$ cat src/rtl/riscv_pkg.sv
// Shared types and constants for the reduced RISC-V core.
// Fetch FSM encoding and datapath widths live here.
package riscv_pkg;

    localparam int ADDR_W  = 32;
    localparam int INSTR_W = 32;
    localparam int PC_INC  = 4;

    localparam logic [31:0] NOP_INSTR = 32'h0000_0013;

    typedef enum logic [1:0] {
        FETCH_IDLE,
        FETCH_REQ,
        FETCH_WAIT,
        FETCH_HOLD
    } fetch_state_t;

endpackage

$ cat src/rtl/fetch_buffer.sv
// Two-entry instruction FIFO holding {instr, pc} pairs.
// Flush empties the queue; head outputs read zero when empty.
module fetch_buffer #(
    parameter int ADDR_W  = 32,
    parameter int INSTR_W = 32
) (
    input  logic               clk,
    input  logic               rst,
    input  logic               i_push,
    input  logic               i_pop,
    input  logic               i_flush,
    input  logic [INSTR_W-1:0] i_instr,
    input  logic [ADDR_W-1:0]  i_pc,
    output logic               o_valid,
    output logic [INSTR_W-1:0] o_instr,
    output logic [ADDR_W-1:0]  o_pc,
    output logic [1:0]         o_count
);

    logic [INSTR_W-1:0] r_instr [2];
    logic [ADDR_W-1:0]  r_pc    [2];
    logic               r_rd_ptr;
    logic               r_wr_ptr;
    logic [1:0]         r_count;

    logic w_push;
    logic w_pop;

    assign w_pop  = i_pop && (r_count != 2'd0);
    assign w_push = i_push && ((r_count != 2'd2) || w_pop);

    always_ff @(posedge clk or posedge rst) begin
        if (rst) begin
            for (int i = 0; i < 2; i++) begin
                r_instr[i] <= '0;
                r_pc[i]    <= '0;
            end
            r_rd_ptr <= 1'b0;
            r_wr_ptr <= 1'b0;
            r_count  <= 2'd0;
        end else if (i_flush) begin
            r_rd_ptr <= 1'b0;
            r_wr_ptr <= 1'b0;
            r_count  <= 2'd0;
        end else begin
            if (w_push) begin
                r_instr[r_wr_ptr] <= i_instr;
                r_pc[r_wr_ptr]    <= i_pc;
                r_wr_ptr          <= ~r_wr_ptr;
            end
            if (w_pop) begin
                r_rd_ptr <= ~r_rd_ptr;
            end
            r_count <= r_count + {1'b0, w_push} - {1'b0, w_pop};
        end
    end

    assign o_valid = (r_count != 2'd0);
    assign o_instr = o_valid ? r_instr[r_rd_ptr] : '0;
    assign o_pc    = o_valid ? r_pc[r_rd_ptr] : '0;
    assign o_count = r_count;

endmodule

$ cat src/rtl/fetch_unit.sv
// Instruction-fetch front end: owns the PC, keeps one memory request
// in flight and feeds decode from a 2-entry buffer, flushing on branches.
module fetch_unit #(
    parameter int          ADDR_W   = 32,
    parameter int          INSTR_W  = 32,
    parameter logic [31:0] RESET_PC = 32'h0000_0000
) (
    input  logic               clk,
    input  logic               rst,
    output logic               imem_req_valid,
    input  logic               imem_req_ready,
    output logic [ADDR_W-1:0]  imem_addr,
    input  logic               imem_rsp_valid,
    input  logic [INSTR_W-1:0] imem_rsp_data,
    output logic               instr_valid,
    input  logic               instr_ready,
    output logic [INSTR_W-1:0] instr,
    output logic [ADDR_W-1:0]  instr_pc,
    input  logic               PCsrc,
    input  logic [ADDR_W-1:0]  ImmOp
);

    import riscv_pkg::*;

    localparam logic [ADDR_W-1:0] RST_PC = ADDR_W'(RESET_PC);
    localparam logic [ADDR_W-1:0] INC    = ADDR_W'(PC_INC);

    fetch_state_t r_state;
    fetch_state_t w_next;

    logic [ADDR_W-1:0] r_pc;
    logic [ADDR_W-1:0] w_pc_next;
    logic [ADDR_W-1:0] r_fetched_pc;
    logic [ADDR_W-1:0] w_fpc_next;
    logic [ADDR_W-1:0] w_sum;
    logic [ADDR_W-1:0] w_target;

    logic       r_outstanding;
    logic       w_out_next;
    logic       r_discard;
    logic       w_disc_next;
    logic       w_pop;
    logic       w_redirect;
    logic       w_rsp;
    logic       w_req_hs;
    logic       w_push;
    logic       w_flush;
    logic [1:0] w_count;
    logic [1:0] w_count_after;

    assign w_pop      = instr_valid && instr_ready;
    assign w_redirect = w_pop && PCsrc;
    assign w_sum      = instr_pc + ImmOp;
    assign w_target   = {w_sum[ADDR_W-1:2], 2'b00};
    assign w_rsp      = imem_rsp_valid && r_outstanding;
    assign w_req_hs   = (r_state == FETCH_REQ) && imem_req_ready;

    assign imem_req_valid = (r_state == FETCH_REQ);
    assign imem_addr      = imem_req_valid ? r_pc : '0;

    always_comb begin
        w_next        = r_state;
        w_pc_next     = r_pc;
        w_fpc_next    = r_fetched_pc;
        w_out_next    = r_outstanding;
        w_disc_next   = r_discard;
        w_push        = 1'b0;
        w_flush       = 1'b0;
        w_count_after = w_count - {1'b0, w_pop};
        unique case (r_state)
            FETCH_IDLE: begin
                w_next = FETCH_REQ;
            end
            FETCH_REQ: begin
                if (w_req_hs) begin
                    w_out_next = 1'b1;
                    w_fpc_next = r_pc;
                    w_pc_next  = r_pc + INC;
                    w_next     = FETCH_WAIT;
                end
            end
            FETCH_WAIT: begin
                if (w_rsp) begin
                    w_out_next = 1'b0;
                    if (r_discard) begin
                        w_disc_next = 1'b0;
                    end else begin
                        w_push        = 1'b1;
                        w_count_after = w_count_after + 2'd1;
                    end
                    w_next = (w_count_after < 2'd2) ? FETCH_REQ : FETCH_HOLD;
                end
            end
            FETCH_HOLD: begin
                if (w_pop) begin
                    w_next = FETCH_REQ;
                end
            end
        endcase
        // A redirect overrides everything; a response landing now is dropped.
        if (w_redirect) begin
            w_pc_next   = w_target;
            w_flush     = 1'b1;
            w_push      = 1'b0;
            w_disc_next = w_out_next;
            w_next      = w_out_next ? FETCH_WAIT : FETCH_REQ;
        end
    end

    always_ff @(posedge clk or posedge rst) begin
        if (rst) begin
            r_state       <= FETCH_IDLE;
            r_pc          <= RST_PC;
            r_fetched_pc  <= '0;
            r_outstanding <= 1'b0;
            r_discard     <= 1'b0;
        end else begin
            r_state       <= w_next;
            r_pc          <= w_pc_next;
            r_fetched_pc  <= w_fpc_next;
            r_outstanding <= w_out_next;
            r_discard     <= w_disc_next;
        end
    end

    fetch_buffer #(
        .ADDR_W  (ADDR_W),
        .INSTR_W (INSTR_W)
    ) u_buf (
        .clk     (clk),
        .rst     (rst),
        .i_push  (w_push),
        .i_pop   (w_pop),
        .i_flush (w_flush),
        .i_instr (imem_rsp_data),
        .i_pc    (r_fetched_pc),
        .o_valid (instr_valid),
        .o_instr (instr),
        .o_pc    (instr_pc),
        .o_count (w_count)
    );

endmodule

$ cat config.mk
export PLATFORM = sky130hd
export DESIGN_NAME = fetch_unit
export DESIGN_NICKNAME = d
export VERILOG_FILES = /design/src/rtl/riscv_pkg.sv /design/src/rtl/fetch_buffer.sv /design/src/rtl/fetch_unit.sv
export SDC_FILE = /design/constraint.sdc
export NUM_CORES = 1
export LEC_CHECK = 0
export ABC_CLOCK_PERIOD_IN_PS = 13200
export CORE_ASPECT_RATIO = 1.25
export CORE_MARGIN = 4
export CORE_UTILIZATION = 59
export DETAILED_ROUTE_END_ITERATION = 8
export PLACE_DENSITY = 0.9
export SLEW_MARGIN = 25
export SYNTH_ARGS = -nofsm -noshare
export SYNTH_HDL_FRONTEND = slang
export SYNTH_SLANG_ARGS = --single-unit
$ cat constraint.sdc
create_clock -name clk -period 13.2 [get_ports clk]
set_input_delay 3.3 -clock clk [delete_from_list [all_inputs] [get_ports clk]]
set_output_delay 3.3 -clock clk [all_outputs]
set_load 0.02 [all_outputs]
==> summary.md <==
The die covers 20140 µm². The number of global-route vias before repair was 8040; the site row count was 54. The tree is rooted in a sky130_fd_sc_hd__clkbuf_16. Average wire length per cell after detail routing: 18.31 µm. On the critical path the largest part of the delay comes from buffers and inverters. The run gives 0.8668 as the routability congestion estimate. Largest area contributor in the synthesized netlist: sky130_fd_sc_hd__dfrtp_1.

The maximum clock frequency was 0.1605 GHz; the count of synthesis-stage warnings from yosys was 0. The number of buffer cells added on primary ports was 162; the worst slew slack as a fraction of its limit was 0.3629. TritonCTS built the clock tree. The final layout contains routed wiring with a total length of 24.57 mm. Across the VDD grid, the largest voltage drop is 125.0 µV. In this run the worst hold path is classified as reg -> reg. Dividing total power by cell area gives a power density of 211.0 nW/µm². The number of vias per cell after detailed routing came out at 5.781. The library cell used most frequently in the layout, excluding fill and tap cells, is sky130_fd_sc_hd__dfrtp_1. A synthesized cell averages 10.94 µm².

The maximum net fanout on the critical path works out to 39. The share of the synthesized area in compound gates (AO/OA/AOI/OAI) is 0.07773, and the number of vias in the routed layout is 7758. The adder-cell area share of the yosys netlist was 0.04496; the total chip power was 2.727 mW. After synthesis, the cell types taking the most area are sky130_fd_sc_hd__dfrtp_1 45%, sky130_fd_sc_hd__mux2_2 16%, sky130_fd_sc_hd__mux2i_1 6.1%, sky130_fd_sc_hd__ha_1 4.5%, sky130_fd_sc_hd__nor2_1 3.5%. Counting distinct cell types in the post-synthesis netlist gives 62. After the first detailed-routing iteration, the DRC count stood at 459. The xor and xnor fraction of the mapped netlist area was 0.04638; the vertical extent of the die was 157.7 µm. Counting flops and latches in the post-synthesis netlist gives 192. The total number of nets in the final design was 1213. The startpoint class of the critical path is a flip-flop. The final cell count without fillers is 1342.

For the worst-skew pair, the clock arrives at the later sink with an insertion delay of 0.44 ns. Traced cell by cell, the critical path runs through buf_4 -> mux2i_1 -> nor2_1 -> clkdlybuf4s50_1. For the initial cell density of the core, the log shows 0.6020. The logs give 0 for the buffers inserted during post-CTS setup optimization and 10580 µm² for the area of the mapped netlist.

Start point of the worst min-delay path: u_buf.r_instr[43]. Data on the critical path arrives at its endpoint at 2.93 ns. Share of synthesized area spent on multiplexers: 0.2246. The primary flip-flop cell chosen by synthesis mapping is sky130_fd_sc_hd__dfrtp_1. Summed over all failing endpoints, the final setup total negative slack is 0 ns.

The number of buffers created by CTS came out at 17. Relative to the synthesized area, the layout overhead comes to 22.23%. The critical path is of the reg -> out type.

The total overflow left after global routing is 0. The pin count of the biggest net entering global routing is 79, and the area share of the leading cell type in the synthesized netlist is 0.4543. Cell leakage power: 6.109 nW.

The logs give 0 for the number of buffers inserted for hold repair after clock tree synthesis and 0 for the count of final setup violators. The data required time at the worst endpoint was 9.90 ns. The cell count after placement is 1310, and the number of diodes is 0. The run gives 0.4543 as the sequential area share after synthesis.

The synthesized design contains 0 enable-type register cells. The measured slew at the worst slew-check pin came out at 0.9556 ns. Final number of hold-violating endpoints: 0. The number of clock sinks seen by CTS is 192. The worst path in the final design needs a cycle of 6.229 ns, including I/O delays and setup. The register clock-pin slew on the reported worst setup and hold paths came out at 0.07 ns. For this design the top-level I/O count stands at 168. For the detailed placer's ending HPWL, the log shows 17.07 mm. The proportion of layout cells with a drive suffix above 1 is 0.1968, and the largest buffer count on any clock path is 2. The utilization after layout was 0.7358; the basic-gate share of the synthesized area counting and, or, nand and nor cells was 0.1241.

In the layout the commonest cells are 191 x sky130_fd_sc_hd__dfrtp_1, 162 x sky130_fd_sc_hd__clkdlybuf4s50_1, 154 x sky130_fd_sc_hd__mux2_2, 97 x sky130_fd_sc_hd__nor2_1, 64 x sky130_fd_sc_hd__mux2i_1. The width of the die came out at 127.7 µm. The logs give 0 for the total count of max-transition violations in the final report and 0 for the number of gates resized after cts.

By area, the combinational part of the netlist is dominated by multiplexers. Once detail routing completed, the nets flagged for antenna violations numbered 0. The share of the cycle needed by the critical path after routing works out to 0.4719. The post-detailed-route DRC marker count came out at 0.

The run gives 967 as the number of standard cells after synthesis. The logs give 0 for the max-cap violation count and 39.88 mm for the wire length of the first global-routing pass. The peak per-stage delay on the critical path came out at 0.77 ns. The largest individual stage delay along the critical path comes from the cell sky130_fd_sc_hd__dfrtp_4.

The number of buffers and inverters on the critical path is 2. The async set-or-reset flop fraction in the synthesized netlist is 1.000. The initial antenna violation count is 0. The area of the core region came out at 17570 µm². Tracing the worst setup path back leads to its startpoint at u_buf.r_rd_ptr.

The tools report the overall track demand over capacity in global routing as 0.2489. In this run the critical register-to-register path is launched from u_buf.r_rd_ptr. STA classifies the critical path endpoint as a primary output.

Between clock sinks in the finished design, the worst skew comes to 0.006880 ns. The flow ran to the end, and the final reports show no timing, DRC or antenna violations. On the final layout, the worst hold slack is 0.5078 ns. CTS built an H-tree with a depth of 4. Setup repair after global routing left no endpoint under its margin. The run gives 4 as the total iterations of the first detailed-routing run.
[layer usage]
layer	GRT usage	share of wire	vias up
met3	0.04016	0.041	52
met5	0	0	-
li1	-	-	3663
met2	0.4493	0.52	222
met4	0.09656	0.026	0
met1	0.2975	0.41	3821
[per-stage QoR]
stage	setup slack (ns)	instance area (µm²)
3_3_place_gp	6.797	12350
3_5_place_dp	6.784	12350
6_report	6.971	12930
2_1_floorplan	4.673	10590
5_1_grt	6.885	12930
4_1_cts	6.945	12920
[worst paths after layout]
kind	endpoint	slack, ns	cells past startpoint
hold reg to reg	u_buf.r_instr[43]	0.51	1
setup / recovery	instr_pc[3]	6.97	4
min in group asynchronous	u_buf.r_instr[48]	3.28	2
setup reg to reg	r_pc[30]	9.15	12
max in group asynchronous	u_buf.r_instr[17]	8.75	3
hold / removal	u_buf.r_instr[43]	0.51	1
[flip-flops by register name, summed over array words and instances (netlist names)]
name and count:
u_buf.r_instr 64, u_buf.r_pc 60, r_fetched_pc 30, r_pc 30
r_state 2, u_buf.o_count 2, r_discard 1, r_outstanding 1
u_buf.r_rd_ptr 1, u_buf.r_wr_ptr 1
[final cells by class]
cell class              instances  area (µm²)
repair buffers                171        1693
flip-flops and latches        192        4808
inverters                      14       57.56
multi-input cells             709        5512
well taps                     224       280.3
clock inverters                15       150.1
fillers                      1217        4641
clock buffers                  17       425.4
[synth_stat cells, types with 2 or more instances]
cell                         n
sky130_fd_sc_hd__dfrtp_1   192
sky130_fd_sc_hd__mux2_2    154
sky130_fd_sc_hd__nor2_1     98
sky130_fd_sc_hd__mux2i_1    64
sky130_fd_sc_hd__nand2_1    61
sky130_fd_sc_hd__xnor2_1    42
sky130_fd_sc_hd__ha_1       38
sky130_fd_sc_hd__clkbuf_1   37
sky130_fd_sc_hd__and2_1     34
sky130_fd_sc_hd__a21oi_1    28
sky130_fd_sc_hd__a21o_1     23
sky130_fd_sc_hd__o21ai_0    23
sky130_fd_sc_hd__and3_1     17
sky130_fd_sc_hd__nand3_1    17
sky130_fd_sc_hd__xor2_1     14
sky130_fd_sc_hd__inv_1      13
sky130_fd_sc_hd__buf_2      11
sky130_fd_sc_hd__nand4_1    11
sky130_fd_sc_hd__o21ai_1    10
sky130_fd_sc_hd__nor3_1      8
sky130_fd_sc_hd__nor2b_1     6
sky130_fd_sc_hd__o21bai_1    6
sky130_fd_sc_hd__buf_1       4
sky130_fd_sc_hd__buf_4       4
sky130_fd_sc_hd__a211oi_1    3
sky130_fd_sc_hd__a21oi_2     3
sky130_fd_sc_hd__a31oi_1     3
sky130_fd_sc_hd__nand4_2     3
sky130_fd_sc_hd__o22ai_1     3
sky130_fd_sc_hd__a311oi_1    2
sky130_fd_sc_hd__nand2b_1    2
sky130_fd_sc_hd__nor4_4      2
sky130_fd_sc_hd__o31ai_1     2
[worst reg2reg max path, cell delays in order, from the launching register on]
cell,delay (ns)
sky130_fd_sc_hd__dfrtp_4,0.77
sky130_fd_sc_hd__buf_4,0.64
sky130_fd_sc_hd__mux2i_1,0.30
sky130_fd_sc_hd__nor2_1,0.09
sky130_fd_sc_hd__ha_1,0.41
sky130_fd_sc_hd__a21o_1,0.13
sky130_fd_sc_hd__nand2_1,0.11
sky130_fd_sc_hd__and4b_4,0.24
sky130_fd_sc_hd__or4_4,0.58
sky130_fd_sc_hd__a21oi_2,0.18
sky130_fd_sc_hd__or2_4,0.17
sky130_fd_sc_hd__nand4_2,0.07
sky130_fd_sc_hd__a32o_1,0.27
[report_power, final]
group / internal (mW) / switching (mW)
Combinational: 0.604 / 0.629
Clock: 0.266 / 0.238
Sequential: 0.800 / 0.190
[cell families (layout without fill, tap and decap cells)]
group | after synthesis | after routing
muxes | 218 | 218
other | 1 | 5
AOI/OAI and AO/OA | 124 | 124
buffers and inverters | 70 | 217
xor gates and xnor gates | 56 | 56
and+or+nand+nor | 268 | 268
adders and majority gates | 38 | 38
DFF | 192 | 192
Power figures use the tool's default switching activity.
